$ cat src/rtl/cache_arbiter.sv
// Two-port (instruction / data) arbiter in front of a shared cache, with
// alternating priority, a per-grant watchdog and saturating stall counters.
module cache_arbiter #(
    parameter int unsigned TIMEOUT = 1023,
    parameter int unsigned CNT_W   = 16
) (
    input  logic             clk,
    input  logic             rst,
    input  logic             i_re,
    input  logic [31:0]      i_addr,
    output logic [31:0]      i_rdata,
    output logic             i_done,
    input  logic             d_re,
    input  logic             d_we,
    input  logic [31:0]      d_addr,
    input  logic [31:0]      d_wdata,
    output logic [31:0]      d_rdata,
    output logic             d_done,
    output logic             mem_re,
    output logic             mem_we,
    output logic [31:0]      mem_addr,
    output logic [31:0]      mem_din,
    input  logic [31:0]      mem_dout,
    input  logic             mem_complete,
    output logic [1:0]       grant,
    output logic             timeout_err,
    output logic [CNT_W-1:0] i_wait_cnt,
    output logic [CNT_W-1:0] d_wait_cnt
);

    // Grant counter only needs to reach TIMEOUT-1: the timeout fires at the end of that cycle.
    localparam int unsigned GNT_W = (TIMEOUT > 1) ? $clog2(TIMEOUT) : 1;

    typedef enum logic [1:0] {
        IDLE  = 2'd0,
        GNT_I = 2'd1,
        GNT_D = 2'd2
    } state_t;

    state_t           state_q;
    state_t           state_d;
    logic             last_d_q;
    logic             last_d_d;
    logic [GNT_W-1:0] gnt_cnt_q;
    logic             timeout_set;
    logic             timeout_hit;
    logic             d_req;

    assign d_req       = d_re | d_we;
    assign timeout_hit = (gnt_cnt_q == GNT_W'(TIMEOUT - 1));

    // State, priority and watchdog registers
    always_ff @(posedge clk or negedge rst) begin
        if (!rst) begin
            state_q     <= IDLE;
            last_d_q    <= 1'b0;
            gnt_cnt_q   <= '0;
            timeout_err <= 1'b0;
        end else begin
            state_q     <= state_d;
            last_d_q    <= last_d_d;
            timeout_err <= timeout_err | timeout_set;
            if (state_q == IDLE || state_d == IDLE)
                gnt_cnt_q <= '0;
            else
                gnt_cnt_q <= gnt_cnt_q + GNT_W'(1);
        end
    end

    // Next state and cache-side muxing
    always_comb begin
        state_d     = state_q;
        last_d_d    = last_d_q;
        timeout_set = 1'b0;
        mem_re      = 1'b0;
        mem_we      = 1'b0;
        mem_addr    = '0;
        mem_din     = '0;
        grant       = 2'b00;
        i_done      = 1'b0;
        d_done      = 1'b0;
        case (state_q)
            IDLE: begin
                if (i_re && d_req)
                    state_d = last_d_q ? GNT_I : GNT_D;
                else if (i_re)
                    state_d = GNT_I;
                else if (d_req)
                    state_d = GNT_D;
            end
            GNT_I: begin
                mem_re   = i_re;
                mem_addr = i_addr;
                grant    = 2'b01;
                i_done   = mem_complete & i_re;
                if (i_done) begin
                    state_d  = IDLE;
                    last_d_d = 1'b0;
                end else if (!i_re) begin
                    state_d = IDLE;
                end else if (timeout_hit) begin
                    state_d     = IDLE;
                    timeout_set = 1'b1;
                end
            end
            GNT_D: begin
                mem_re   = d_re;
                mem_we   = d_we;
                mem_addr = d_addr;
                mem_din  = d_wdata;
                grant    = 2'b10;
                d_done   = mem_complete & d_req;
                if (d_done) begin
                    state_d  = IDLE;
                    last_d_d = 1'b1;
                end else if (!d_req) begin
                    state_d = IDLE;
                end else if (timeout_hit) begin
                    state_d     = IDLE;
                    timeout_set = 1'b1;
                end
            end
            default: state_d = IDLE;
        endcase
    end

    assign i_rdata = i_done ? mem_dout : '0;
    assign d_rdata = d_done ? mem_dout : '0;

    // Stall counters saturate at all-ones
    always_ff @(posedge clk or negedge rst) begin
        if (!rst) begin
            i_wait_cnt <= '0;
            d_wait_cnt <= '0;
        end else begin
            if (i_re && !grant[0] && i_wait_cnt != {CNT_W{1'b1}})
                i_wait_cnt <= i_wait_cnt + CNT_W'(1);
            if (d_req && !grant[1] && d_wait_cnt != {CNT_W{1'b1}})
                d_wait_cnt <= d_wait_cnt + CNT_W'(1);
        end
    end

endmodule

$ cat config.mk
export PLATFORM = sky130hd
export DESIGN_NAME = cache_arbiter
export DESIGN_NICKNAME = d
export VERILOG_FILES = /design/src/rtl/cache_arbiter.sv
export SDC_FILE = /design/constraint.sdc
export NUM_CORES = 1
export LEC_CHECK = 0
export BUFFER_PORTS_ARGS = -buffer_cell sky130_fd_sc_hd__buf_2
export CORE_AREA = 2 2 118 120
export DETAILED_ROUTE_END_ITERATION = 7
export DIE_AREA = 0 0 120 122
export SYNTH_ARGS = -nofsm -noshare
export SYNTH_HDL_FRONTEND = slang
export SYNTH_SLANG_ARGS = --single-unit
$ cat constraint.sdc
create_clock -name clk -period 2.12 [get_ports clk]
set_input_delay 0.106 -clock clk [delete_from_list [all_inputs] [get_ports clk]]
set_output_delay 0.106 -clock clk [all_outputs]
set_load 0.03 [all_outputs]
Yosys cells after proc, flatten, opt, wreduce, memory -nomap -nowiden
Cells that the tools add are included.

word-level totals
  register bits = 46
  output and inout port bits = 167
  input bits = 134
  logic and storage cells = 61

cells by class
  multiplexer cells = 29
  add/subtract/negate cells = 3
  eq/ne operators = 7
  reductions and logical operators = 12
  bitwise gates (word level) = 4

operators with widths
  kind                   count
  $mux 32                3
  $pmux 32 s2            1
  $add 16x1->16 const B  2
  $ne 16x16->1 const B   2
  $mux 2                 9
  $add 10x1->10 const B  1
  $eq 10x10->1 const B   1
  $mux 1                 10
  $mux 10                1
  $pmux 1 s2             3
  $pmux 2 s3             1
  $logic_and 1x1->1      5
  $logic_not 2->1        2
  $ne 2x2->1 const B     2
  $pmux 2 s2             1
  $reduce_and 3->1       1
  $and 1x1->1            2
  $eq 2x1->1 const B     1
  $eq 2x2->1 const B     1
  $logic_not 1->1        2
  $or 1x1->1             2
  $reduce_bool 2->1      1
  $logic_or 1x1->1       1

Logic depth before layout (Yosys ltp)
  word-level depth = 8
  mapped depth = 9
  depth with buffers taken out = 7

Worst setup path before layout
OpenSTA, ideal clock, no wires.

  path type = flip-flop to output port
  from = register state_q[1]
  to = output port i_rdata[22]
  cell stages (with the launch flop) = 8
  required time = 2.014 ns
  arrival = 2.140 ns
  buffers on the path = 2
  setup slack = -0.126 ns
  cells stage by stage = dfrtp_1 inv_1 ha_1 buf_2 inv_1 nor2_1 clkbuf_1 and2_1

on the way
  word-level cells in the longest chain between the ends = 3

ends and longest elaborated chain
  what                    RTL line  RTL
  from (decl)             40        state_t state_q;
  from (signal assigned)  60        state_q <= state_d;
  $eq 2x1->1              82        case (state_q)
  $mux 1                  82
  net i_done              12        output logic i_done,
  $mux 32                 127       assign i_rdata = i_done ? mem_dout : '0;
  to (decl)               11        output logic [31:0] i_rdata,

The timed path passes the listed nets, and every way through them passes these cells.

Worst setup path in the final report
  from = register state_q[1]
  to = output port i_rdata[7]

on the way
  word-level cells in the longest chain between the ends = 3

ends and longest elaborated chain
  what        RTL line
  $eq 2x1->1  82
  $mux 1      82
  $mux 32     127

No other way between the ends.

==> impl_metrics.yaml <==
finish:
  syn2layout_area_growth_pct: 57.53
  fin_cells: 880
  final_cell_mix: "294 x buf_2, 97 x and2_1, 45 x dfrtp_1"
  layout_commonest_cell: "buf_2"
  drive_above_1_share_pct: 47.86
  antenna_cells: 0
  layout.nets: 842
  fin_area_um2: 5369
global_routing:
  grt_max_degree: 66
  grt_pass1_wl_um: 17080
  antenna_found_initial: 0
  first_global_vias: 3460
  overflow: 0
  track_usage_pct: 14.50
die:
  io-pin-count: 301
  core_um2: 13500
  core.rowCount: 43
  fp.dieW_um: 120
  start_util_pct: 25.24
  die_area_um2: 14640
  die_y_um: 122
worst_hold_path:
  worst_hold_path.endpoint: "state_q[0]"
  hold_depth: 2
  holdCritPathClass: "primary input to register"
  worst_hold_startpoint: "i_re"
status:
  status: "finished, final reports clean"
flow_run:
  maxCapViolCount: 0
routing:
  drc: 0
  wire_per_inst_um: 13.56
  first_pass_iters: 4
  antenna_left: 0
  avgViaCountPerCell: 4.411
  drt-initial-drc-count: 162
  routed_wl_um: 11940
  vias: 3882
timing:
  worstMarginPinSlew_ns: 0.5841
  fin_ws_ns: 0.09795
  drv_slew: 0
  fin_crit_ns: 2.022
  max-slew-margin-rel_pct: 61.06
  max_freq_ghz: 0.4945
  hold_viol: 0
  clock_skew_ns: 0.005333
  rsz0062_at_grt: "true"
  setup_viol: 0
  fin_crit_sh_pct: 95.38
placed_design:
  dp_slack_ns: 0.08661
  gp_congestion: 0.7959
  dpl.cell_count: 871
  post-dp-hpwl_um: 9578
  place_area_um2: 5159
  port_buffers: 300
setup_path:
  crit_fanout: 17
  r2r_cells: 7
  arrival_ns: 1.92
  worstReg2RegEnd: "gnt_cnt_q[6]"
  cp.required_ns: 2.01
  critPathSlowestCell: "dfrtp_2"
  crit_chain: "inv_2, ha_4, buf_4, inv_1, nor2_4, buf_8, and2_1, clkbuf_4"
  slowest_delay_ns: 0.44
  worstSetupPathType: "register to output port"
  r2r_setup_slack_ns: 0.1
  r2r-start: "state_q[0]"
  setup.worst_path.end_class: "output port"
  cp-start-kind: "register"
synthesis:
  synth-seq-cells: 46
  synth-edff-count: 0
  ys.flop_type: "dfrtp_1"
  yosysWarnings: 0
  ys_seq_area_share_pct: 33.77
  synth.distinct_cells: 45
  avgSynthCellArea_um2: 8.478
  synthCells: 402
  synthArstFlopShare_pct: 100.0
  syn_area_um2: 3408
  synth.net_count: 544
clock_tree:
  insertion_delay_ns: 0.28
  cts_tree: "done"
  clock_sinks: 46
  clk_pin_slew_ns: 0.06
  clockBufferDepth: 2
  h-tree-depth: 2
  root_buffer: "clkbuf_16"
  numCtsBuffers: 5
  cts_setup_buffers: 0
power_and_ir_drop:
  max-vdd-ir-drop_mv: 0.4518
  p_total_mw: 5.995
  leakage_nw: 2.899
  power_density_nw_per_um2: 1117
## through the flow
step	TNS [ns]	hold WS, ns	util [%]
CTS	0	0.1574	39.33
global placement	0	0.2320	38.20
detailed placement	0	0.2404	38.20
global route	-0.1773	0.1730	39.76
floorplan	0	-0.1896	-
finish	0	0.1636	39.76
## logic make-up (layout without fill, tap and decap cells)
group	count (synthesis)	after routing	synth area share, %
xor+xnor	35	35	8.994
fa+ha+maj	8	8	2.937
mux	3	3	0.9911
compound gates	53	53	11.20
buf+inv	33	331	3.855
simple gates	224	224	38.25
flops	46	46	33.77
## critical path: cells and delay by family (launching register included)
| kind | cells | cell delay [ns] |
|---|---|---|
| adders and majority gates | 1 | 0.15 |
| buffers and inverters | 5 | 0.74 |
| DFF | 1 | 0.44 |
| and+or+nand+nor | 2 | 0.30 |
## routing by layer
metal,vias up,share of wire [%],GRT usage [%]
met2,187,51,26.10
met3,7,8.3,3.324
li1,1943,-,-
met5,-,0,0
met1,1745,40,17.81
met4,0,0.69,2.647
## layout make-up
type | instances | area [um2]
Inverter | 10 | 37.54
Timing Repair Buffer | 314 | 1655
Tap cell | 180 | 225.2
Fill cell | 1396 | 8135
Clock buffer | 5 | 125.1
Sequential cell | 46 | 1152
Clock inverter | 2 | 10.01
Multi-Input combinational cell | 323 | 2163
## timing repair
action | 4_1_cts | 5_1_grt
hold buffers | 1 | 0
pin swaps | 0 | 1
endpoints found under the setup margin | 36 | 76
gates cloned | 0 | 1
hold endpoints to repair | 46 | 0
resized for setup | 3 | 19
## report_power, final
| part | leakage [nW] | switching (mW) | internal (mW) |
|---|---|---|---|
| clock | 0.0694 | 0.302 | 0.425 |
| sequential | 0.578 | 0.226 | 1.06 |
| combinational | 2.25 | 2.61 | 1.36 |
| total | 2.90 | 3.14 | 2.85 |
## synth_stat cells (all sizes together) (2+ instances only)
cell type | n | area share [%]
a21boi | 2 | 0.44
dfrtp | 46 | 34
nand3 | 12 | 1.9
nor3 | 7 | 1.0
nor2 | 29 | 3.3
nand2b | 3 | 0.55
ha | 8 | 2.9
and4 | 4 | 1.0
nand4 | 8 | 1.5
and2 | 97 | 18
buf | 4 | 0.66
xor2 | 19 | 4.9
a211o | 2 | 0.51
nand2 | 16 | 1.8
o21ai | 3 | 0.44
clkbuf | 19 | 2.1
a21oi | 5 | 0.73
nor4 | 2 | 0.55
xnor2 | 16 | 4.1
mux2 | 3 | 0.99
nor2b | 34 | 6.2
inv | 10 | 1.1
a22oi | 32 | 7.0
and3 | 5 | 0.92
a31o | 3 | 0.77
## flip-flops by register name, indices dropped and copies added, names as in the netlist
name and flops:
last_d_q 1, gnt_cnt_q 10, d_wait_cnt 16, state_q 2, timeout_err 1, i_wait_cnt 16
## worst max-delay path by stage
stage / slack (ns) / endpoint / start
6_report: 0.1 / i_rdata[7] / state_q[1]
2_1_floorplan: 0.05 / gnt_cnt_q[2] / state_q[1]
5_1_grt: -0.03 / d_rdata[1] / state_q[0]
3_5_place_dp: 0.09 / gnt_cnt_q[6] / state_q[1]
4_1_cts: 0.05 / i_rdata[19] / state_q[1]
3_3_place_gp: 0.16 / gnt_cnt_q[7] / state_q[1]
(Power assumes the default switching activity.)
